## src/rtl/core_pkg.sv

```systemverilog
// Shared definitions for the 16-bit pipeline: default widths, opcode map
// and the fetch-stage state encoding.
package core_pkg;

  localparam int PC_W_DEF    = 16;
  localparam int INSTR_W_DEF = 16;

  localparam logic [3:0] OPC_ADD  = 4'h0;
  localparam logic [3:0] OPC_SUB  = 4'h1;
  localparam logic [3:0] OPC_AND  = 4'h2;
  localparam logic [3:0] OPC_OR   = 4'h3;
  localparam logic [3:0] OPC_LW   = 4'h4;
  localparam logic [3:0] OPC_SW   = 4'h5;
  localparam logic [3:0] OPC_BEQ  = 4'h6;
  localparam logic [3:0] OPC_JMP  = 4'h7;
  localparam logic [3:0] OPC_HALT = 4'hF;

  typedef enum logic [1:0] {
    ST_RUN       = 2'd0,
    ST_HALT_PEND = 2'd1,
    ST_HALTED    = 2'd2
  } fetch_state_e;

endpackage

```

## src/rtl/fetch_stage_if.sv

```systemverilog
// Fetch-stage boundary: hazard/branch inputs from ID, instruction memory
// port, and the IF/ID register view seen by decode.
interface fetch_stage_if
  import core_pkg::*;
#(
  parameter int PC_W    = PC_W_DEF,
  parameter int INSTR_W = INSTR_W_DEF
);
  logic               stall;
  logic               br_taken;
  logic [PC_W-1:0]    br_target;
  logic [PC_W-1:0]    imem_addr;
  logic [INSTR_W-1:0] imem_rdata;
  logic [INSTR_W-1:0] if_id_instr;
  logic [PC_W-1:0]    if_id_pc2;
  logic               if_id_valid;
  logic               halted;

  modport master (
    input  stall, br_taken, br_target, imem_rdata,
    output imem_addr, if_id_instr, if_id_pc2, if_id_valid, halted
  );

  modport slave (
    output stall, br_taken, br_target, imem_rdata,
    input  imem_addr, if_id_instr, if_id_pc2, if_id_valid, halted
  );
endinterface

```

## src/rtl/fetch_stage_if_id_reg.sv

```systemverilog
// IF/ID pipeline register: hold beats squash beats load; squash only
// clears valid so decode still sees the last instruction's fields.
module if_id_reg
  import core_pkg::*;
#(
  parameter int PC_W    = PC_W_DEF,
  parameter int INSTR_W = INSTR_W_DEF
) (
  input  logic               clk,
  input  logic               rst_n,
  input  logic               hold_i,
  input  logic               squash_i,
  input  logic               load_i,
  input  logic [INSTR_W-1:0] instr_i,
  input  logic [PC_W-1:0]    pc2_i,
  output logic [INSTR_W-1:0] instr_o,
  output logic [PC_W-1:0]    pc2_o,
  output logic               valid_o
);
  logic [INSTR_W-1:0] instr_q, instr_d;
  logic [PC_W-1:0]    pc2_q, pc2_d;
  logic               valid_q, valid_d;

  // next-state selection for the register fields
  always_comb begin
    instr_d = instr_q;
    pc2_d   = pc2_q;
    valid_d = valid_q;
    if (hold_i) begin
      valid_d = valid_q;
    end else if (squash_i) begin
      valid_d = 1'b0;
    end else if (load_i) begin
      instr_d = instr_i;
      pc2_d   = pc2_i;
      valid_d = 1'b1;
    end else begin
      valid_d = valid_q;
    end
  end

  // register storage
  always_ff @(posedge clk or negedge rst_n) begin
    if (!rst_n) begin
      instr_q <= {INSTR_W{1'b0}};
      pc2_q   <= {PC_W{1'b0}};
      valid_q <= 1'b0;
    end else begin
      instr_q <= instr_d;
      pc2_q   <= pc2_d;
      valid_q <= valid_d;
    end
  end

  assign instr_o = instr_q;
  assign pc2_o   = pc2_q;
  assign valid_o = valid_q;
endmodule

```

## src/rtl/fetch_stage.sv

```systemverilog
// IF stage: PC register, next-PC selection, HALT drain FSM and the
// IF/ID register instance.
module fetch_stage
  import core_pkg::*;
#(
  parameter int              PC_W         = PC_W_DEF,
  parameter int              INSTR_W      = INSTR_W_DEF,
  parameter logic [PC_W-1:0] RESET_PC     = 16'h0000,
  parameter logic [3:0]      HALT_OPC     = OPC_HALT,
  parameter int              DRAIN_CYCLES = 4
) (
  input logic           clk,
  input logic           rst_n,
  fetch_stage_if.master bus
);
  localparam int CNT_W = (DRAIN_CYCLES > 1) ? $clog2(DRAIN_CYCLES) : 1;
  localparam logic [CNT_W-1:0] CNT_LAST = CNT_W'(DRAIN_CYCLES - 1);

  fetch_state_e     state_q, state_d;
  logic [PC_W-1:0]  pc_q, pc_d;
  logic [CNT_W-1:0] cnt_q, cnt_d;
  logic             halted_q, halted_d;

  logic             hold_s, squash_s, load_s, is_halt_s;
  logic [PC_W-1:0]  pc_plus2_s;

  assign pc_plus2_s = pc_q + PC_W'(2);
  assign is_halt_s  = (bus.imem_rdata[INSTR_W-1 -: 4] == HALT_OPC);

  // next-PC mux, halt FSM and IF/ID control
  always_comb begin
    pc_d     = pc_q;
    state_d  = state_q;
    cnt_d    = cnt_q;
    halted_d = halted_q;
    hold_s   = 1'b0;
    squash_s = 1'b0;
    load_s   = 1'b0;
    case (state_q)
      ST_RUN: begin
        if (bus.stall) begin
          hold_s = 1'b1;
        end else if (bus.br_taken) begin
          pc_d     = bus.br_target & ~{{(PC_W-1){1'b0}}, 1'b1};
          squash_s = 1'b1;
        end else if (is_halt_s) begin
          load_s  = 1'b1;
          state_d = ST_HALT_PEND;
          cnt_d   = {CNT_W{1'b0}};
        end else begin
          load_s = 1'b1;
          pc_d   = pc_plus2_s;
        end
      end
      ST_HALT_PEND: begin
        squash_s = 1'b1;
        cnt_d    = cnt_q + CNT_W'(1);
        if (cnt_q == CNT_LAST) begin
          state_d  = ST_HALTED;
          halted_d = 1'b1;
        end else begin
          state_d = ST_HALT_PEND;
        end
      end
      ST_HALTED: begin
        squash_s = 1'b1;
        halted_d = 1'b1;
      end
      default: begin
        // an illegal encoding parks the core rather than fetching garbage
        squash_s = 1'b1;
        state_d  = ST_HALTED;
        halted_d = 1'b1;
      end
    endcase
  end

  // PC, FSM, drain counter and halted flag
  always_ff @(posedge clk or negedge rst_n) begin
    if (!rst_n) begin
      pc_q     <= RESET_PC;
      state_q  <= ST_RUN;
      cnt_q    <= {CNT_W{1'b0}};
      halted_q <= 1'b0;
    end else begin
      pc_q     <= pc_d;
      state_q  <= state_d;
      cnt_q    <= cnt_d;
      halted_q <= halted_d;
    end
  end

  if_id_reg #(
    .PC_W    (PC_W),
    .INSTR_W (INSTR_W)
  ) u_if_id (
    .clk      (clk),
    .rst_n    (rst_n),
    .hold_i   (hold_s),
    .squash_i (squash_s),
    .load_i   (load_s),
    .instr_i  (bus.imem_rdata),
    .pc2_i    (pc_plus2_s),
    .instr_o  (bus.if_id_instr),
    .pc2_o    (bus.if_id_pc2),
    .valid_o  (bus.if_id_valid)
  );

  assign bus.imem_addr = pc_q;
  assign bus.halted    = halted_q;
endmodule

```

## src/flat_wrapper.sv

```systemverilog
// flat-port wrapper written by rule: the top's interface ports become plain ports
module fetch_stage_flat import core_pkg::*;
#(
  parameter int              PC_W         = PC_W_DEF,
  parameter int              INSTR_W      = INSTR_W_DEF,
  parameter logic [PC_W-1:0] RESET_PC     = 16'h0000,
  parameter logic [3:0]      HALT_OPC     = OPC_HALT,
  parameter int              DRAIN_CYCLES = 4
)
  (clk, rst_n, bus_stall, bus_br_taken, bus_br_target, bus_imem_rdata, bus_imem_addr, bus_if_id_instr, bus_if_id_pc2, bus_if_id_valid, bus_halted);
  fetch_stage_if #(.PC_W(PC_W), .INSTR_W(INSTR_W)) bus_i ();
  input logic clk;
  input logic rst_n;
  input wire logic [$bits(bus_i.stall)-1:0] bus_stall;
  input wire logic [$bits(bus_i.br_taken)-1:0] bus_br_taken;
  input wire logic [$bits(bus_i.br_target)-1:0] bus_br_target;
  input wire logic [$bits(bus_i.imem_rdata)-1:0] bus_imem_rdata;
  output wire logic [$bits(bus_i.imem_addr)-1:0] bus_imem_addr;
  output wire logic [$bits(bus_i.if_id_instr)-1:0] bus_if_id_instr;
  output wire logic [$bits(bus_i.if_id_pc2)-1:0] bus_if_id_pc2;
  output wire logic [$bits(bus_i.if_id_valid)-1:0] bus_if_id_valid;
  output wire logic [$bits(bus_i.halted)-1:0] bus_halted;
  assign bus_i.stall = bus_stall;
  assign bus_i.br_taken = bus_br_taken;
  assign bus_i.br_target = bus_br_target;
  assign bus_i.imem_rdata = bus_imem_rdata;
  assign bus_imem_addr = bus_i.imem_addr;
  assign bus_if_id_instr = bus_i.if_id_instr;
  assign bus_if_id_pc2 = bus_i.if_id_pc2;
  assign bus_if_id_valid = bus_i.if_id_valid;
  assign bus_halted = bus_i.halted;
  fetch_stage #(.PC_W(PC_W), .INSTR_W(INSTR_W), .RESET_PC(RESET_PC), .HALT_OPC(HALT_OPC), .DRAIN_CYCLES(DRAIN_CYCLES)) u_core (.clk(clk), .rst_n(rst_n), .bus(bus_i));
endmodule
```

## config.mk

```make
export PLATFORM = sky130hd
export DESIGN_NAME = fetch_stage_flat
export DESIGN_NICKNAME = d
export VERILOG_FILES = /design/src/rtl/core_pkg.sv /design/src/rtl/fetch_stage_if.sv /design/src/rtl/fetch_stage_if_id_reg.sv /design/src/rtl/fetch_stage.sv /design/src/flat_wrapper.sv
export SDC_FILE = /design/constraint.sdc
export NUM_CORES = 1
export LEC_CHECK = 0
export BUFFER_PORTS_ARGS = -buffer_cell sky130_fd_sc_hd__buf_2
export CAP_MARGIN = 20
export CORE_ASPECT_RATIO = 1.25
export CORE_MARGIN = 2
export CORE_UTILIZATION = 45
export DETAILED_ROUTE_END_ITERATION = 10
export PLACE_DENSITY = 0.75
export SETUP_SLACK_MARGIN = 0.5
export SLEW_MARGIN = 20
export SYNTH_ARGS = -nofsm -noshare
export SYNTH_HDL_FRONTEND = slang
export SYNTH_SLANG_ARGS = --single-unit
```

## constraint.sdc

```tcl
create_clock -name clk -period 1.7 [get_ports clk]
set_clock_uncertainty 0.15 [all_clocks]
set_input_delay 0.34 -clock clk [delete_from_list [all_inputs] [get_ports clk]]
set_output_delay 0.34 -clock clk [all_outputs]
set_load 0.02 [all_outputs]
```

==> flow_metrics.py, run 1 <==
metrics = {
    "logic_synthesis": {
        "ys_types": 43,
        "yosys_warnings": 0,
        "syn_avg_cell_area_um2": 9.036,
        "synth_ff_type": "dfrtp_1",
        "synth_area_um2": 2602,
        "synthCells": 288,
        "ys_seq_elements": 52,
        "synth_enable_flop_cells": 0,
        "synth-async-reset-ratio_pct": 100.0,
        "seq_area_frac_synth_pct": 50.00,
    },
    "cts": {
        "cts_sinks": 52,
        "htree_levels": 2,
        "cts_max_path_buffers": 2,
        "cts_buffers": 5,
        "cts_root_buf": "clkbuf_8",
    },
    "global_routing": {
        "grt_max_degree": 53,
        "antenna_found_initial": 0,
    },
    "floorplanning": {
        "die_h_um": 89.03,
        "dieWidth_um": 72.02,
        "start_util_pct": 47.17,
        "rows": 30,
        "ios": 86,
    },
    "sta": {
        "worst-ep-kind": "register input",
        "worst_endpoint": "u_core.u_if_id.pc2_o[13]$_DFFE_PN0P_/D",
    },
    "outcome": {
        "error": "[ERROR DPL-0033] detailed placement checks failed during check placement.",
        "status": "aborted with a tool error",
        "haltStage": "global routing",
    },
    "place": {
        "routabilityCongestion": 0.8375,
        "dp_hpwl_um": 4731,
        "port_buffers": 82,
        "dp.cells": 438,
        "dp_slack_ps": -22.08,
    },
}
## stage by stage
step	util (%)	TNS (ps)	cell area [µm²]
after CTS	84.22	0	4647
after detailed placement	59.23	-22.08	3268
after global placement	59.23	0	3268
after floorplan	-	-104.8	2745
## timing repair
action	4_1_cts
setup buffers	54
endpoints found under the setup margin	97
gates resized for setup	181
gates cloned	10
hold buffers	1
pin swaps	45
hold endpoints to repair	52
## logic make-up after synthesis
| logic type | Yosys count | share of synthesized area (%) |
|---|---|---|
| fa+ha+maj | 2 | 0.9614 |
| mux | 4 | 1.539 |
| buf+inv | 28 | 5.481 |
| xor+xnor | 13 | 4.375 |
| other cells | 1 | 0.1441 |
| compound gates | 60 | 13.94 |
| flops | 52 | 50.00 |
| simple gates | 128 | 23.56 |
## synth_stat cells (all sizes together) (6+ instances only)
library cell  instances  area (µm²)
a21oi                12       60.06
buf                  16       95.09
clkbuf                6       25.02
dfrtp                52        1301
inv                   6       22.52
nand2                73       274.0
nand3                 8       45.04
nand4                 6       37.54
nor2                 15       56.30
nor3                  8       51.30
o21ai                27       135.1
xnor2                 9       78.83
==> inputs of run 2 (changes only) <==
--- a/config.mk
+++ b/config.mk
@@ -7,12 +7,10 @@
 export LEC_CHECK = 0
 export BUFFER_PORTS_ARGS = -buffer_cell sky130_fd_sc_hd__buf_2
 export CAP_MARGIN = 20
-export CORE_ASPECT_RATIO = 1.25
 export CORE_MARGIN = 2
-export CORE_UTILIZATION = 45
+export CORE_UTILIZATION = 35
 export DETAILED_ROUTE_END_ITERATION = 10
-export PLACE_DENSITY = 0.75
-export SETUP_SLACK_MARGIN = 0.5
+export PLACE_DENSITY_LB_ADDON = 0.15
 export SLEW_MARGIN = 20
 export SYNTH_ARGS = -nofsm -noshare
 export SYNTH_HDL_FRONTEND = slang
==> constraint.sdc (replaced) <==
create_clock -name clk -period 2.2 [get_ports clk]
set_clock_uncertainty 0.15 [all_clocks]
set_input_delay 0.44 -clock clk [delete_from_list [all_inputs] [get_ports clk]]
set_output_delay 0.44 -clock clk [all_outputs]
set_load 0.02 [all_outputs]
==> run 2 against run 1 <==
Net effect:
- synthesized cell count unchanged
- synthesized area unchanged
- the run now ends clean
==> flow_metrics.py, run 2 <==
metrics = {
    "global_routing": {
        "track_usage_pct": 16.38,
        "antenna_found_initial": 0,
        "grt.overflow.total": 0,
        "grt_pass1_vias": 2209,
        "grt_pass1_wl_um": 10840,
        "grt_max_degree": 25,
    },
    "cts": {
        "clkTransAtPathRegs_ps": 100,
        "clk_latency_ps": 310,
        "cts_sinks": 52,
        "htree_levels": 2,
        "cts_max_path_buffers": 2,
        "cts_buffers": 5,
        "cts_resized": 0,
        "cts_root_buf": "clkbuf_8",
        "post_cts.repair.setup_buffers": 0,
        "cts_tree": "yes",
    },
    "power": {
        "p_total_uw": 4364,
        "p_int_uw": 2435,
        "switching_share_pct": 44.21,
        "p_per_area_nw_per_um2": 1347,
        "leakagePower_uw": 0.001559,
        "p_comb_share_pct": 44.7,
        "seqPwrFrac_pct": 40.1,
        "ir_drop_v": 0.0004154,
        "switching_power_uw": 1929,
        "power_frac_clock_pct": 15.2,
    },
    "sta": {
        "fin_crit_sh_pct": 88.80,
        "rsz0062_at_grt": "false",
        "hold_viol": 0,
        "finalSetupTns_ps": 0,
        "max_slew_margin_pct": 64.72,
        "min_period_ps": 1954,
        "report.final.slew_viol_count": 0,
        "setup_viol": 0,
        "worstMarginPinSlew_ps": 529.2,
        "max_freq_mhz": 511.9,
    },
    "final_layout": {
        "area.growth.synth_to_final_pct": 24.47,
        "largest_reg_flops": 16,
        "final_area_um2": 3239,
        "diodes": 0,
        "utilization_pct": 44.90,
        "fillers": 786,
        "nets": 408,
        "drive_gt1_share_pct": 29.11,
        "final_cell_mix": "buf_2, nand2_1, dfrtp_1",
        "final_common_cell": "buf_2",
    },
    "logic_synthesis": {
        "synthCells": 288,
        "yosys-top-cells-area": "dfrtp_1, nand2_1, o21ai_0, xnor2_1, a21oi_1",
        "syn_avg_cell_area_um2": 9.036,
        "synth_ff_type": "dfrtp_1",
        "synth_top_area_cell": "dfrtp_1",
        "ys_types": 43,
        "synth_enable_flop_cells": 0,
        "synth-async-reset-ratio_pct": 100.0,
        "yosysMostFrequentCell": "nand2_1",
        "ys_top_cells_by_count": "nand2_1, dfrtp_1, o21ai_0, nor2_1, a21oi_1",
        "synth_area_um2": 2602,
        "synth_top_area_share_pct": 50.00,
        "ys_seq_elements": 52,
        "seq_area_frac_synth_pct": 50.00,
        "yosys_warnings": 0,
    },
    "outcome": {
        "status": "finished, final reports clean",
    },
    "floorplanning": {
        "ios": 86,
        "die-area_um2": 8141,
        "coreArea_um2": 7214,
        "dieWidth_um": 90.23,
        "start_util_pct": 36.07,
        "rows": 31,
        "die_h_um": 90.23,
    },
    "worst_setup_path": {
        "cp_data_required_time_ps": 2240,
        "path_cells": "ha_1, nand4_1, nor2_1, a311oi_1, or3_1",
        "path_buf_inv": 0,
        "max_stage_delay_ps": 430,
        "endpoint_kind": "register",
        "cp.depth": 5,
        "critPathKind": "reg2reg",
        "critPathLaunchType": "register",
        "worstPathArrival_ps": 2000,
        "path_delay_family": "simple AND/OR/NAND/NOR gates",
        "rr_worst_depth": 5,
        "crit_slowest_cell": "dfrtp_1",
        "cp_max_fo": 7,
    },
    "flow_run": {
        "maxCapViolCount": 0,
    },
    "detailed_routing": {
        "drc": 0,
        "viasPerCell": 4.906,
        "num_vias": 2306,
        "wl_per_cell_um": 13.70,
        "drt_iter0_markers": 185,
        "first_pass_iters": 4,
        "drtAntennaViolNets": 0,
        "drt-total-wl_um": 6437,
    },
    "worst_hold_path": {
        "min_path_type": "in2reg",
        "holdPathStages": 3,
    },
    "place": {
        "routabilityCongestion": 0.8177,
        "port_buffers": 82,
        "dp_hpwl_um": 4854,
        "place_area_um2": 3118,
    },
}
==> run 2: kinds of logic (layout without fill, tap and decap cells) <==
| family | Yosys count | count (layout) | synth area share (%) |
|---|---|---|---|
| AO/OA/AOI/OAI | 60 | 60 | 13.94 |
| adder cells (fa/ha/maj) | 2 | 2 | 0.9614 |
| multiplexers | 4 | 4 | 1.539 |
| AND/OR/NAND/NOR | 128 | 128 | 23.56 |
| buffers and inverters | 28 | 110 | 5.481 |
| flip-flops | 52 | 52 | 50.00 |
| XOR/XNOR | 13 | 13 | 4.375 |
| other | 1 | 2 | 0.1441 |
==> run 2: layer usage <==
| layer | wire length [µm] | track usage, % | up-vias |
|---|---|---|---|
| li1 | - | - | 1152 |
| met5 | 0 | 0 | - |
| met4 | 66 | 4.103 | 0 |
| met1 | 3071 | 23.25 | 1089 |
| met3 | 315 | 3.688 | 5 |
| met2 | 2983 | 25.44 | 60 |
==> run 2: power by group through the flow <==
stage               registers [µW]  clock network (µW)  logic (µW)
finish                        1750                 663        1950
floorplan                     2170                   0         872
detailed placement            1770                   0        1970
global placement              1760                   0        1950
global route                  1820                 717        2160
CTS                           1750                 693        1980
==> run 2: what timing repair did <==
item	4_1_cts	5_1_grt
endpoints found under the setup margin	0	0
hold endpoints to repair	22	0
hold buffers	1	0
==> run 2: worst register-to-register path, cell delays in order (launching register included) <==
cell and delay [ps]:
dfrtp_1 430, ha_1 350, nand4_1 200, nor2_1 220, a311oi_1 120, or3_1 380
==> run 2: cell type report <==
| type | instances | area (µm²) | share of cell area [%] |
|---|---|---|---|
| clock buffers | 5 | 68.82 | 2.124 |
| clock inverters | 3 | 42.54 | 1.313 |
| inverters | 6 | 22.52 | 0.6952 |
| multi-input cells | 209 | 1162 | 35.88 |
| flip-flops and latches | 52 | 1301 | 40.17 |
| well taps | 99 | 123.9 | 3.824 |
| repair buffers | 96 | 518.0 | 15.99 |
==> run 2: worst paths after layout <==
| path | start | endpoint | slack [ps] |
|---|---|---|---|
| worst max-delay path | u_core.bus.imem_addr[2]$_DFFE_PN0P_ | u_core.bus.imem_addr[15]$_DFFE_PN0P_ | 250 |
| min in group asynchronous | rst_n | u_core.u_if_id.instr_o[15]$_DFFE_PN0P_ | 490 |
| worst min-delay path | bus_imem_rdata[4] | u_core.u_if_id.instr_o[4]$_DFFE_PN0P_ | 160 |
| worst min register to register | u_core.u_if_id.instr_o[9]$_DFFE_PN0P_ | u_core.u_if_id.instr_o[9]$_DFFE_PN0P_ | 330 |
| max in group asynchronous | rst_n | u_core.bus.imem_addr[14]$_DFFE_PN0P_ | 800 |
| worst max register to register | u_core.bus.imem_addr[2]$_DFFE_PN0P_ | u_core.bus.imem_addr[15]$_DFFE_PN0P_ | 250 |
==> run 2: metrics by stage <==
step	hold slack, ps	setup slack (ps)	instances
final	156.8	246.3	470
after global routing	155.4	114.3	470
after CTS	151.1	247.0	470
after detailed placement	303.2	269.7	461
after global placement	301.0	325.3	461
after floorplan	-5.591	277.4	289
(Power assumes the default switching activity.)
==> inputs of run 3 (changes only) <==
--- a/config.mk
+++ b/config.mk
@@ -8,7 +8,7 @@
 export BUFFER_PORTS_ARGS = -buffer_cell sky130_fd_sc_hd__buf_2
 export CAP_MARGIN = 20
 export CORE_MARGIN = 2
-export CORE_UTILIZATION = 35
+export CORE_UTILIZATION = 50
 export DETAILED_ROUTE_END_ITERATION = 10
 export PLACE_DENSITY_LB_ADDON = 0.15
 export SLEW_MARGIN = 20
==> constraint.sdc (replaced) <==
create_clock -name clk -period 2.03 [get_ports clk]
set_clock_uncertainty 0.15 [all_clocks]
set_input_delay 0.406 -clock clk [delete_from_list [all_inputs] [get_ports clk]]
set_output_delay 0.406 -clock clk [all_outputs]
set_load 0.02 [all_outputs]
==> run 3 against run 2 <==
Net effect:
- sequential power increased by 7%
- routed wire length fell by 5.8%
- global-route usage rose by 6.0 points
- design area down 1.1%
- power is 6.5% higher
- sequential share of layout area increased by 0.44 points
- largest cell class unchanged
- highest routed layer unchanged
==> flow_metrics.py, run 3 (synthesized netlist as in run 2, its figures left out) <==
metrics = {
    "outcome": {
        "status": "finished, final reports clean",
    },
    "place": {
        "dp_slack_ps": 178.4,
        "dp_hpwl_um": 4362,
        "port_buffers": 82,
        "place_area_um2": 3102,
        "routabilityCongestion": 0.8387,
    },
    "sta": {
        "fin_ws_ps": 167.1,
        "report.final.slew_viol_count": 0,
        "max_freq_mhz": 536.8,
        "finalSetupTns_ps": 0,
        "rsz0062_at_grt": "false",
        "hold_viol": 0,
        "min_period_ps": 1863,
        "fin_crit_sh_pct": 91.77,
        "hold_slack_ps": 125.0,
        "setup_viol": 0,
    },
    "power": {
        "power_frac_clock_pct": 13.4,
        "ir_drop_v": 0.0007106,
        "switching_power_uw": 2074,
        "p_per_area_nw_per_um2": 1451,
        "leakagePower_uw": 0.001566,
        "seqPwrFrac_pct": 40.1,
        "p_comb_share_pct": 46.4,
        "switching_share_pct": 44.63,
        "p_int_uw": 2574,
    },
    "worst_setup_path": {
        "cp_data_required_time_ps": 2080,
        "cp_max_fo": 7,
        "endpoint_kind": "register",
        "worstPathArrival_ps": 1910,
        "rr_worst_depth": 5,
        "critPathLaunchType": "register",
        "critPathKind": "reg2reg",
    },
    "detailed_routing": {
        "viasPerCell": 5.206,
        "drt-total-wl_um": 6064,
        "wl_per_cell_um": 13.72,
        "num_vias": 2301,
        "first_pass_iters": 4,
        "drc": 0,
        "drt_iter0_markers": 155,
        "drtAntennaViolNets": 0,
    },
    "final_layout": {
        "drive_gt1_share_pct": 29.30,
        "final_cell_mix": "buf_2, nand2_1, dfrtp_1",
        "area.growth.synth_to_final_pct": 23.12,
        "nets": 409,
        "largest_reg_flops": 16,
        "diodes": 0,
        "final_common_cell": "buf_2",
        "final_area_um2": 3204,
    },
    "global_routing": {
        "grt_pass1_wl_um": 10520,
        "grt_max_degree": 53,
        "grt_pass1_vias": 2259,
        "grt.overflow.total": 0,
        "antenna_found_initial": 0,
        "track_usage_pct": 22.40,
    },
    "cts": {
        "cts_resized": 0,
        "post_cts.repair.setup_buffers": 0,
        "clkTransAtPathRegs_ps": 90,
        "cts_sinks": 52,
        "cts_hold_buf": 1,
        "clk_latency_ps": 310,
        "cts_tree": "yes",
        "cts_max_path_buffers": 2,
        "cts_buffers": 5,
        "htree_levels": 2,
        "cts_root_buf": "clkbuf_8",
    },
    "floorplanning": {
        "coreArea_um2": 5075,
        "rows": 26,
        "start_util_pct": 51.28,
        "dieWidth_um": 76.15,
        "ios": 86,
        "die_h_um": 76.15,
        "die-area_um2": 5798,
    },
    "worst_hold_path": {
        "min_path_type": "in2reg",
        "holdPathStages": 3,
    },
    "flow_run": {
        "maxCapViolCount": 0,
    },
}
## run 3: path summary, 6_finish.rpt
kind / from / to / slack (ps)
min reg2reg: u_core.u_if_id.instr_o[1]$_DFFE_PN0P_ / u_core.u_if_id.instr_o[1]$_DFFE_PN0P_ / 330
max reg2reg: u_core.bus.imem_addr[1]$_DFFE_PN0P_ / u_core.bus.imem_addr[11]$_DFFE_PN0P_ / 170
min in group asynchronous: rst_n / u_core.u_if_id.instr_o[9]$_DFFE_PN0P_ / 440
min: bus_imem_rdata[10] / u_core.u_if_id.instr_o[10]$_DFFE_PN0P_ / 120
max in group asynchronous: rst_n / u_core.u_if_id.instr_o[7]$_DFFE_PN0P_ / 1020
max: u_core.bus.imem_addr[1]$_DFFE_PN0P_ / u_core.bus.imem_addr[11]$_DFFE_PN0P_ / 170
## run 3: per-stage QoR
stage               util, %  instances  total power (µW)
floorplan                 -        289              3294
global placement      61.12        433              4006
detailed placement    61.12        433              4057
CTS                   63.14        442              4680
global route          63.14        442              5006
finish                63.14        442              4648
## run 3: worst max-delay path, stage by stage, from the launching register on
cell     delay [ps]
dfrtp_1         370
ha_1            330
nand4_1         200
nor3_1          360
a31oi_1         140
o22a_1          200
## run 3: area by class of cell
class	instances	area, µm²
tap	70	87.58
clock inverter	2	10.01
multi-input combinational	209	1162
timing repair buffer	97	538.0
fill	477	1871
sequential	52	1301
clock buffer	6	82.58
inverter	6	22.52
## run 3: power by group through the flow
stage | sequential (µW) | combinational [µW] | clock [µW]
after floorplan | 2350 | 945 | 0
after global routing | 1950 | 2390 | 663
after detailed placement | 1890 | 2170 | 0
final | 1870 | 2160 | 625
after CTS | 1870 | 2180 | 633
after global placement | 1870 | 2140 | 0
## run 3: layer usage
layer  vias up  part of all wire (%)  global-route usage [%]
li1       1158                     -                       -
met1      1082                    45                   28.73
met2        56                    49                   38.30
met3         5                   5.3                   4.976
met4         0                  0.81                   6.545
met5         -                     0                       0
==> inputs of run 4 (changes only) <==
--- a/config.mk
+++ b/config.mk
@@ -10,7 +10,8 @@
 export CORE_MARGIN = 2
 export CORE_UTILIZATION = 50
 export DETAILED_ROUTE_END_ITERATION = 10
-export PLACE_DENSITY_LB_ADDON = 0.15
+export HOLD_SLACK_MARGIN = 0.06
+export PLACE_DENSITY = 0.88
 export SLEW_MARGIN = 20
 export SYNTH_ARGS = -nofsm -noshare
 export SYNTH_HDL_FRONTEND = slang
==> run 4 against run 3 <==
Net effect:
- via count increased by 3.7%
- worst hold slack worse by 8.8 ps
- die area did not move
- flip-flop and latch count stayed put
- sequential share of layout area increased by 0.14 points
- largest power group unchanged
- routed wire length is 3.1% higher
- fmax fell by 0.14%
==> flow_metrics.py, run 4 (synthesized netlist as in run 2, its figures left out) <==
metrics = {
    "detailed_routing": {
        "drt_iter0_markers": 207,
        "wl_per_cell_um": 14.17,
        "drt-total-wl_um": 6249,
        "drc": 0,
        "viasPerCell": 5.408,
        "first_pass_iters": 4,
        "num_vias": 2385,
        "drtAntennaViolNets": 0,
    },
    "worst_setup_path": {
        "max_stage_delay_ps": 460,
        "cp.depth": 5,
        "path_buf_inv": 0,
        "timing.rr.start": "u_core.bus.imem_addr[2]$_DFFE_PN0P_",
        "critPathLaunchType": "register",
        "crit_slowest_cell": "dfrtp_1",
        "cp_max_fo": 6,
        "path_delay_family": "simple AND/OR/NAND/NOR gates",
        "endpoint_kind": "register",
        "path_cells": "ha_1, nand4_1, nor3_1, a31oi_1, o22a_1",
        "worstPathArrival_ps": 1920,
        "critPathKind": "reg2reg",
        "reg2reg_slack_ps": 160,
        "cp_data_required_time_ps": 2080,
        "reg2reg_to": "u_core.bus.imem_addr[11]$_DFFE_PN0P_",
        "rr_worst_depth": 5,
    },
    "global_routing": {
        "grt_pass1_wl_um": 10730,
        "grt_max_degree": 53,
        "grt.overflow.total": 0,
        "track_usage_pct": 23.05,
        "grt_pass1_vias": 2268,
        "antenna_found_initial": 0,
    },
    "place": {
        "dp_hpwl_um": 4568,
        "routabilityCongestion": 0.9509,
        "port_buffers": 82,
        "dp.cells": 432,
    },
    "final_layout": {
        "nets": 408,
        "largest_reg_flops": 16,
        "fillers": 452,
        "drive_gt1_share_pct": 28.84,
        "final_cell_mix": "buf_2, nand2_1, dfrtp_1",
        "area.growth.synth_to_final_pct": 22.69,
        "final_common_cell": "buf_2",
        "layoutNonFillerInstCount": 441,
        "diodes": 0,
    },
    "cts": {
        "clkTransAtPathRegs_ps": 100,
        "cts_sinks": 52,
        "cts_root_buf": "clkbuf_8",
        "htree_levels": 2,
        "cts_resized": 0,
        "cts_tree": "yes",
        "cts_max_path_buffers": 2,
        "clk_latency_ps": 320,
        "cts_buffers": 5,
    },
    "worst_hold_path": {
        "min_path_type": "in2reg",
        "holdPathStages": 3,
        "worstHoldStart": "bus_imem_rdata[11]",
        "min_to": "u_core.u_if_id.instr_o[11]$_DFFE_PN0P_",
    },
    "floorplanning": {
        "die_h_um": 76.15,
        "start_util_pct": 51.28,
        "ios": 86,
        "rows": 26,
        "dieWidth_um": 76.15,
        "coreArea_um2": 5075,
        "die-area_um2": 5798,
    },
    "sta": {
        "min_period_ps": 1866,
        "hold_viol": 0,
        "report.final.slew_viol_count": 0,
        "setup_viol": 0,
        "rsz0062_at_grt": "false",
        "finalSetupTns_ps": 0,
        "fin_crit_sh_pct": 91.90,
        "max_freq_mhz": 536.0,
    },
    "outcome": {
        "status": "finished, final reports clean",
    },
    "flow_run": {
        "maxCapViolCount": 0,
    },
    "power": {
        "p_per_area_nw_per_um2": 1450,
        "leakagePower_uw": 0.001551,
        "ir_drop_v": 0.0006882,
    },
}
-- run 4: changes by cell type in the layout (fill, tap and decap cells not counted) --
cell | previous run | this run
clkinvlp_4 | 0 | 1
clkbuf_1 | 0 | 1
clkbuf_8 | 6 | 5
clkinv_4 | 0 | 1
clkinv_2 | 2 | 0
buf_4 | 13 | 12
-- run 4: worst register-to-register path: stages, from the launching register on --
cell	delay, ps
dfrtp_1	460
ha_1	240
nand4_1	180
nor3_1	370
a31oi_1	140
o22a_1	190
-- run 4: how the worst max path moves through the flow --
stage,from,to,slack (ps)
final,u_core.bus.imem_addr[2]$_DFFE_PN0P_,u_core.bus.imem_addr[11]$_DFFE_PN0P_,160
after global placement,bus_imem_rdata[15],u_core.bus.imem_addr[12]$_DFFE_PN0P_,280
after global routing,u_core.bus.imem_addr[2]$_DFFE_PN0P_,u_core.bus.imem_addr[11]$_DFFE_PN0P_,60
after detailed placement,u_core.bus.imem_addr[2]$_DFFE_PN0P_,u_core.bus.imem_addr[11]$_DFFE_PN0P_,240
after CTS,u_core.bus.imem_addr[2]$_DFFE_PN0P_,u_core.bus.imem_addr[11]$_DFFE_PN0P_,200
after floorplan,u_core.bus.imem_addr[1]$_DFFE_PN0P_,u_core.bus.imem_addr[15]$_DFFE_PN0P_,110
-- run 4: final cells by class --
cell class | count | area (µm²) | area share [%]
Timing Repair Buffer | 96 | 530.5 | 16.61
Inverter | 6 | 22.52 | 0.7053
Sequential cell | 52 | 1301 | 40.75
Tap cell | 70 | 87.58 | 2.743
Clock buffer | 6 | 72.57 | 2.273
Multi-Input combinational cell | 209 | 1162 | 36.40
Clock inverter | 2 | 16.27 | 0.5094
-- run 4: layer usage --
layer	share of wire, %	vias to the layer above	global-route usage, %
met5	0	-	0
met4	2.3	0	10.00
met3	5.3	9	4.265
met2	50	81	38.13
met1	43	1146	29.84
li1	-	1149	-
-- run 4: power breakdown --
part | internal [µW] | total [µW] | switching [µW] | leakage [µW]
clock | 246 | 594 | 348 | 0.0000414
sequential | 1480 | 1920 | 435 | 0.000628
combinational | 792 | 2120 | 1320 | 0.000882
-- run 4: timing repair --
action / CTS / global route
endpoints found under the setup margin: 0 / 0
endpoints found under the hold margin: 52 / 0
hold buffers: 1 / 0
buffers inserted: 0 / 0
-- run 4: per-stage QoR --
stage	area, µm²	setup slack (ps)	hold slack (ps)	utilization (%)	power (µW)
floorplan	2606	107.4	-39.59	-	3294
global placement	3094	282.0	262.4	60.97	3962
detailed placement	3094	238.6	272.2	60.97	4054
CTS	3193	201.2	119.0	62.92	4644
global route	3193	56.25	115.7	62.92	4974
finish	3193	164.5	116.2	62.92	4630
